`src/rtl/uart_cmd_dispatcher.sv`:
```
// uart_cmd_dispatcher: turns RX FIFO command bytes and debounced buttons into single-cycle control pulses, echoing acks to TX
module uart_cmd_dispatcher #(
  parameter bit         ECHO_EN     = 1'b1,
  parameter int         TX_WAIT_MAX = 1023,
  parameter logic [7:0] NAK_CHAR    = 8'h3F
) (
  input  logic       clk,
  input  logic       rst,
  input  logic       rx_empty_i,
  input  logic [7:0] rx_data_i,
  output logic       rx_rd_o,
  input  logic       tx_full_i,
  output logic       tx_wr_o,
  output logic [7:0] tx_data_o,
  input  logic       btn_L_i,
  input  logic       btn_R_i,
  output logic       mode_o,
  output logic       sw_run_stop_o,
  output logic       sw_clear_o,
  output logic       sw_stop_o,
  output logic       w_hour_inc_o,
  output logic       w_min_inc_o,
  output logic       ack_drop_o,
  output logic       busy_o
);
  localparam int WW = $clog2(TX_WAIT_MAX + 1);
  typedef enum logic [2:0] {IDLE, POP, LATCH, DECODE, ACK} state_t;
  state_t state_q, state_d;
  logic mode_q, mode_d;
  logic [7:0] cmd_q, cmd_d, ack_q, ack_d;
  logic [WW-1:0] wait_q, wait_d;
  logic btn_r_q, btn_l_q;
  logic is_r, is_l, is_s, is_m, known, fire;
  assign is_r  = cmd_q == 8'h52;
  assign is_l  = cmd_q == 8'h4C;
  assign is_s  = cmd_q == 8'h53;
  assign is_m  = cmd_q == 8'h4D;
  assign known = is_r | is_l | is_s | is_m;
  // A button arriving now or being served now owns the outputs; DECODE waits for it
  assign fire  = (state_q == DECODE) & ~(btn_L_i | btn_R_i | btn_l_q | btn_r_q);
  assign sw_run_stop_o = ~mode_q & (btn_r_q | (fire & is_r));
  assign sw_clear_o    = ~mode_q & (btn_l_q | (fire & is_l));
  assign sw_stop_o     = ~mode_q & fire & is_s;
  assign w_min_inc_o   = mode_q & (btn_r_q | (fire & is_r));
  assign w_hour_inc_o  = mode_q & (btn_l_q | (fire & is_l));
  assign mode_o        = mode_q;
  assign tx_data_o     = ack_q;
  assign busy_o        = state_q != IDLE;
  always_comb begin
    state_d    = state_q;
    mode_d     = mode_q;
    cmd_d      = cmd_q;
    ack_d      = ack_q;
    wait_d     = '0;
    rx_rd_o    = 1'b0;
    tx_wr_o    = 1'b0;
    ack_drop_o = 1'b0;
    case (state_q)
      IDLE:   state_d = rx_empty_i ? IDLE : POP;
      POP: begin
        rx_rd_o = 1'b1;
        state_d = LATCH;
      end
      LATCH: begin
        cmd_d   = rx_data_i & 8'hDF;
        state_d = DECODE;
      end
      DECODE: if (fire) begin
        mode_d  = mode_q ^ is_m;
        ack_d   = known ? cmd_q : NAK_CHAR;
        state_d = ECHO_EN ? ACK : IDLE;
      end
      ACK: if (!tx_full_i) begin
        tx_wr_o = 1'b1;
        state_d = IDLE;
      end else if (wait_q == WW'(TX_WAIT_MAX - 1)) begin
        ack_drop_o = 1'b1;
        state_d    = IDLE;
      end else begin
        wait_d = wait_q + 1'b1;
      end
      default: state_d = IDLE;
    endcase
  end
  always_ff @(posedge clk or posedge rst) begin
    if (rst) begin
      state_q <= IDLE;
      mode_q  <= 1'b0;
      cmd_q   <= '0;
      ack_q   <= '0;
      wait_q  <= '0;
      btn_r_q <= 1'b0;
      btn_l_q <= 1'b0;
    end else begin
      state_q <= state_d;
      mode_q  <= mode_d;
      cmd_q   <= cmd_d;
      ack_q   <= ack_d;
      wait_q  <= wait_d;
      btn_r_q <= btn_R_i;
      btn_l_q <= btn_L_i & ~btn_R_i;
    end
  end
endmodule

```
`config.mk`:
```
export PLATFORM = sky130hd
export DESIGN_NAME = uart_cmd_dispatcher
export DESIGN_NICKNAME = d
export VERILOG_FILES = /design/src/rtl/uart_cmd_dispatcher.sv
export SDC_FILE = /design/constraint.sdc
export NUM_CORES = 1
export LEC_CHECK = 0
export CORE_ASPECT_RATIO = 0.6
export CORE_MARGIN = 8
export CORE_UTILIZATION = 45
export CTS_BUF_LIST = sky130_fd_sc_hd__clkbuf_8
export CTS_CLUSTER_DIAMETER = 80
export DETAILED_ROUTE_END_ITERATION = 12
export HOLD_SLACK_MARGIN = 0.15
export PLACE_DENSITY_LB_ADDON = 0.15
export SLEW_MARGIN = 40
export SYNTH_ARGS = -nofsm -noshare
export SYNTH_HDL_FRONTEND = slang
export SYNTH_SLANG_ARGS = --single-unit
```
`constraint.sdc`:
```
create_clock -name clk -period 1.7 [get_ports clk]
set_input_delay 0.34 -clock clk [delete_from_list [all_inputs] [get_ports clk]]
set_output_delay 0.34 -clock clk [all_outputs]
set_load 0.005 [all_outputs]
```
==> results.md, run 1 <==
- Fin nets: 224
- Htree depth: 2
- Die height: 60.5 um
- Reg2reg start: btn_r_q
- Hold_ws: 0.440 ns
- Req. time, crit path: 1.36 ns
- # fillers: 227
- Synth cell types: 43
- Critical path endpoint category: output pin
- FF+latch count, synth: 31
- First-pass GRT wire length: 6840 um
- I/O Buffers: 30
- First-pass detailed-route iteration total: 4
- Drt drc: 0
- Min Tclk post-route: 1.98 ns
- Mean post-synth cell area: 11.6 um2
- Routed wire length: 4110 um
- Clk pin slew, worst setup/hold paths: 0.06 ns
- Final number of max-transition violations: 0
- Worst Max-Slew Pin Slew: 0.399 ns
- F_max: 504 MHz
- CP arrival: 1.64 ns
- Synth warnings: 0
- Site row count: 16
- Power Density: 1100 nW/um2
- Mapped Cells: 128
- Setup slack after layout: -0.283 ns
- Syn nets: 144
- Detailed placer's ending HPWL: 2970 um
- Gpl congestion: 0.804
- Slew HR: 0.734
- Clk sink count: 31
- Synth Cell Area: 1490 um2
- Clock Latency Late Sink: 0.29 ns
- DR iter-0 viols: 83
- Synth top area share: 0.522
- Worst setup path startpoint: cmd_q[4]
- Critical path startpoint category: register
- Crit-path max FO: 3
- Path category of the worst min-delay check: in -> async
- CTS tree: yes
- Multi-input logic area: 742 um2
- Starting Density: 0.464
- Top post-synthesis cells by area: dfrtp_1 52%, mux2_2 5.3%, o22a_2 3.4%, nand4_1 2.5%, nor2_1 2.3%
- Synth area leader: dfrtp_1
- Via total after detailed routing: 1,324
- EDFF count, synth: 0
- Number of global-route vias before repair: 1,404
- Failing checks: negative setup slack
- Antenna diode instance count: 0
- DR WL/cell: 16.2 um
- Largest net degree at the start of global routing: 32
- Asr flop ratio synth: 1.00
- Top Ports: 32
- Worst Setup Path Type: reg -> out
- Status: finished with violations
- RSZ-0062 raised after global routing: true
- Post-synth top flop: dfrtp_1
- Total gr overflow: 0
- Core Box Area: 3200 um2
- Total Power: 2.56 mW
- Maximum VDD drop: 794 uV
- Routed Antenna Nets: 0
- Post-CTS Hold Buffers: 0
- Final hold violations: 0
- Synth-to-Final Area Change: 56.6%
- Seq/Total Area, Yosys: 0.522
- Initial antenna violation count: 0
- Final setup fails: 6
- Leak: 1.02 nW
- Longest Clk Path Bufs: 2
- FF/Latch Area: 776 um2
- Clock Skews: 0.00342 ns
- Max cap viols: 0
- Via/cell ratio: 5.21
- Total Routing Usage GR: 0.163
- Die X-Extent: 90.2 um
- CTS Root Cell: clkbuf_8
- CTS Buf Count: 5
- Tcrit/Tclk final: 1.17
- Die Area: 5460 um2
- Fraction of final layout cells sized beyond drive strength 1: 0.421
-- kinds of logic after synthesis --
| kind of cell | synth area share |
|---|---|
| muxes | 0.0530 |
| xor gates and xnor gates | 0.0236 |
| buffers and inverters | 0.0303 |
| adders and majority gates | 0.0168 |
| DFF | 0.522 |
| and+or+nand+nor | 0.231 |
| AOI/OAI and AO/OA | 0.123 |
-- sequential cells by signal, summed over array words and instances (netlist names) --
| register | flops |
|---|---|
| btn_l_q | 1 |
| tx_data_o | 8 |
| wait_q | 10 |
| mode_o | 1 |
| cmd_q | 7 |
| btn_r_q | 1 |
| state_q | 3 |
-- stage by stage --
stage | utilization | cell area, um2 | cells | setup TNS [ns] | setup WS [ns]
final | 0.727 | 2330 | 254 | -1.38 | -0.283
after detailed placement | 0.659 | 2110 | 239 | -7.08 | -0.773
after floorplan | - | 1490 | 128 | 0 | 0.0784
after CTS | 0.712 | 2280 | 252 | -1.43 | -0.303
after global placement | 0.659 | 2110 | 239 | -6.71 | -0.721
after global routing | 0.727 | 2330 | 254 | -2.10 | -0.422
-- per-layer routing --
metal	GRT usage	up-vias	part of all wire
li1	-	637	-
met1	0.199	641	0.49
met2	0.252	41	0.44
met3	0.0753	5	0.057
met4	0.0587	0	0.012
met5	0	-	0
-- timing repair --
action | CTS | global route
resized for setup | 51 | 5
endpoints found under the setup margin | 14 | 14
setup buffers | 5 | 2
pin swaps | 9 | 8
hold endpoints to repair | 0 | 0
-- worst max-delay path: stages, from the launching register on --
cell and delay (ns):
dfrtp_1 0.40, buf_6 0.14, nor4bb_4 0.25, buf_4 0.16, nand4_1 0.10, a21oi_1 0.17, buf_2 0.13
-- Yosys cell counts, types with 2 or more instances --
| library cell | count |
|---|---|
| o21ai_0 | 2 |
| a21boi_0 | 2 |
| ha_1 | 2 |
| nand3_1 | 4 |
| nor4bb_1 | 2 |
| a21oi_1 | 5 |
| dfrtp_1 | 31 |
| a211oi_1 | 2 |
| nor3b_1 | 2 |
| nand4_1 | 6 |
| and2_2 | 2 |
| or3_1 | 3 |
| nor2_1 | 9 |
| a31oi_1 | 2 |
| xnor2_1 | 3 |
| mux2_2 | 7 |
| nand2_1 | 8 |
| inv_1 | 7 |
| o22a_2 | 5 |
-- cell usage in the layout (no fill, tap or decap), types with 2 or more instances in the layout --
| master | instances |
|---|---|
| a211oi_1 | 2 |
| a21boi_1 | 2 |
| a21oi_1 | 5 |
| a31oi_1 | 2 |
| and2_2 | 2 |
| buf_2 | 7 |
| buf_4 | 38 |
| buf_6 | 8 |
| clkbuf_8 | 7 |
| clkdlybuf4s50_1 | 19 |
| dfrtp_1 | 31 |
| dlygate4sd2_1 | 3 |
| ha_1 | 2 |
| inv_1 | 8 |
| mux2_2 | 7 |
| nand2_1 | 8 |
| nand3_1 | 4 |
| nand4_1 | 6 |
| nor2_1 | 8 |
| nor3b_1 | 2 |
| nor4b_4 | 2 |
| nor4bb_4 | 2 |
| o21ai_0 | 2 |
| o22a_2 | 5 |
| or3_1 | 3 |
| xnor2_1 | 3 |
-- path summary, 6_finish.rpt --
| check | to | slack (ns) | cells past startpoint |
|---|---|---|---|
| max | sw_clear_o | -0.28 | 6 |
| min | cmd_q[6] | 0.44 | 3 |
| max reg2reg | tx_data_o[4] | 0.10 | 6 |
| min reg2reg | wait_q[9] | 0.50 | 1 |
| max in group asynchronous | wait_q[7] | 0.97 | 3 |
| min in group clk | btn_r_q | 0.48 | 2 |
-- layout make-up --
| cell class | count | share of cell area |
|---|---|---|
| clock buffer | 7 | 0.0414 |
| clock inverter | 1 | 0.00161 |
| inverter | 7 | 0.0113 |
| multi-input combinational | 88 | 0.319 |
| sequential | 31 | 0.333 |
| tap | 45 | 0.0242 |
| timing repair buffer | 75 | 0.269 |
-- power by group --
| part | internal (mW) | leakage, nW | switching (mW) |
|---|---|---|---|
| clock network | 0.363 | 0.0557 | 0.270 |
| registers | 0.880 | 0.378 | 0.120 |
| logic | 0.606 | 0.591 | 0.318 |
| total | 1.85 | 1.02 | 0.708 |
Power figures use the tool's default switching activity.
==> run 2, diff against run 1 <==
- RECOVER_POWER: unset -> 50
==> run 2 against run 1 <==
Effect of this change:
- the run still ends with negative setup slack left
- cell count unchanged
- first-iteration DRC count increased by 1.2%
- clock skew about the same
- largest cell class unchanged
- highest routed layer unchanged
==> results.md, run 2 (synthesis results as in run 1) <==
- Fin util: 0.726 (-0.000781)
- Fin nets: 224 (unchanged)
- Path category of the worst min-delay check: reg -> reg
- Final number of max-transition violations: 0 (unchanged)
- Total Power: 2.56 mW (about the same)
- Total Routing Usage GR: 0.163 (unchanged)
- Int Power: 1.85 mW (about the same)
- Routed wire length: 4110 um (unchanged)
- Clk sink count: 31 (unchanged)
- Commonest non-fill, non-tap cell in the layout: buf_4
- Antenna diode instance count: 0 (unchanged)
- R2R depth: 6 (unchanged)
- Synth-to-Final Area Change: 56.4%
- Status: finished with violations
- Via total after detailed routing: 1,323 (-0.076%)
- Fraction of final layout cells sized beyond drive strength 1: 0.421 (unchanged)
- Design Area, Final: 2320 um2 (-0.11%)
- Routed Antenna Nets: 0 (unchanged)
- Drt drc: 0 (unchanged)
- Tcrit/Tclk final: 1.17 (about the same)
- CTS Root Cell: clkbuf_8
- Min Tclk post-route: 1.98 ns (-0.00000500 ns)
- DP Area: 2110 um2 (unchanged)
- Clock Skews: 0.00337 ns (-0.0000451 ns)
- Hold depth: 1
- First-pass detailed-route iteration total: 4 (unchanged)
- Req. time, crit path: 1.36 ns (about the same)
- CP arrival: 1.64 ns (about the same)
- Crit-path max FO: 3 (unchanged)
- Reg2reg start: btn_r_q
- I/O Buffers: 30 (unchanged)
- RSZ-0062 raised after global routing: true
- FF/Latch Area: 776 um2 (unchanged)
- Top Ports: 32 (unchanged)
- CTS Buf Count: 5 (unchanged)
- Worst Max-Slew Pin Slew: 0.779 ns (+0.380 ns)
- Setup slack after layout: -0.283 ns (+0.00000500 ns)
- Most frequent cells in the layout: 36 x buf_4, 31 x dfrtp_1, 18 x clkdlybuf4s50_1
- Reg-to-Reg End: tx_data_o[4]
- Comb pwr share: 0.361 (about the same)
- Clock Latency Late Sink: 0.29 ns (about the same)
- Final hold violations: 0 (unchanged)
- Failing checks: negative setup slack
- Largest net degree at the start of global routing: 32 (unchanged)
- Die X-Extent: 90.2 um (unchanged)
- Gpl congestion: 0.804 (unchanged)
- Maximum VDD drop: 793 uV (about the same)
- Multi-input logic area: 742 um2 (unchanged)
- Starting Density: 0.464 (unchanged)
- Die height: 60.5 um (unchanged)
- DR iter-0 viols: 84 (+1.2%)
- Flop pwr share: 0.391 (about the same)
- Via/cell ratio: 5.21 (about the same)
- Clock power share: 0.248 (about the same)
- Longest Clk Path Bufs: 2 (unchanged)
- Largest register FFs: 10 (unchanged)
- Detailed placer's ending HPWL: 2970 um (unchanged)
- Leak: 1.02 nW (about the same)
- Critical path startpoint category: register
- CTS tree: yes
- Slew HR: 0.481 (-0.253)
- Power Density: 1100 nW/um2 (about the same)
- Hold_ws: 0.498 ns (+0.0577 ns)
- Clk pin slew, worst setup/hold paths: 0.06 ns (about the same)
- Htree depth: 2 (unchanged)
- # fillers: 228 (+0.44%)
- Setup TNS Final: -1.38 ns (-0.000490 ns)
- Post-CTS Hold Buffers: 0 (unchanged)
- Max cap viols: 0 (unchanged)
- Sw frac: 0.277 (about the same)
- Worst Setup Path Type: reg -> out
- Number of global-route vias before repair: 1,404 (unchanged)
- Site row count: 16 (unchanged)
- Total gr overflow: 0 (unchanged)
- Net Sw Power: 0.708 mW (about the same)
- Initial antenna violation count: 0 (unchanged)
- Final setup fails: 6 (unchanged)
- Hold Path Origin: wait_q[9]
- Hold EP: wait_q[9]
- First-pass GRT wire length: 6840 um (unchanged)
- F_max: 504 MHz (about the same)
- Setup slack, reg-to-reg: 0.10 ns (about the same)
- DR WL/cell: 16.2 um (unchanged)
- Critical path endpoint category: output pin
- Largest Register: wait_q
- Core Box Area: 3200 um2 (unchanged)
- Die Area: 5460 um2 (unchanged)
==> run 2: cell types whose count changed in the layout (fill, tap and decap cells not counted), sizes merged <==
cell           before  now
clkbuf              7    9
clkdlybuf4s50      19   18
buf                53   51
dlygate4sd3         0    1
==> run 2: power groups by stage <==
stage / Clock (mW) / Sequential (mW) / Combinational (mW)
2_1_floorplan: 0 / 0.990 / 0.303
3_3_place_gp: 0 / 0.975 / 0.733
3_5_place_dp: 0 / 0.989 / 0.749
4_1_cts: 0.650 / 0.984 / 0.845
5_1_grt: 0.684 / 1.02 / 0.989
6_report: 0.633 / 1.00 / 0.923
==> run 2: worst max-delay path: stages, from the launching register on <==
cell	delay, ns
dfrtp_1	0.40
buf_6	0.14
nor4bb_4	0.25
buf_4	0.16
nand4_1	0.10
a21oi_1	0.17
buf_2	0.13
==> run 2: stage by stage <==
stage	setup slack, ns	instances
after floorplan	0.0784	128
after global placement	-0.721	239
after detailed placement	-0.773	239
after CTS	-0.303	252
after global routing	-0.422	254
final	-0.283	254
==> run 2: how the worst max path moves through the flow <==
stage	startpoint	to	slack (ns)	depth (start not counted)
2_1_floorplan	cmd_q[2]	sw_stop_o	0.08	2
3_3_place_gp	btn_L_i	w_min_inc_o	-0.72	6
3_5_place_dp	btn_L_i	w_hour_inc_o	-0.77	6
4_1_cts	cmd_q[3]	w_min_inc_o	-0.30	6
5_1_grt	cmd_q[4]	sw_clear_o	-0.42	6
6_report	cmd_q[4]	sw_clear_o	-0.28	6
==> run 2: layout make-up <==
type,count,area share
Clock buffer,7,0.0414
Clock inverter,1,0.00161
Inverter,7,0.0113
Multi-Input combinational cell,88,0.319
Sequential cell,31,0.334
Tap cell,45,0.0242
Timing Repair Buffer,75,0.269
==> run 2: repair_timing <==
action	in CTS	in global routing
pin swaps	9	8
gates cloned	0	0
setup endpoints to repair	14	14
setup buffers	5	2
gates resized for setup	51	5
==> run 2: per-layer routing <==
metal | part of all wire | up-vias | global-route usage
met4 | 0.012 | 0 | 0.0587
li1 | - | 636 | -
met2 | 0.44 | 41 | 0.252
met1 | 0.49 | 641 | 0.199
met3 | 0.057 | 5 | 0.0753
met5 | 0 | - | 0
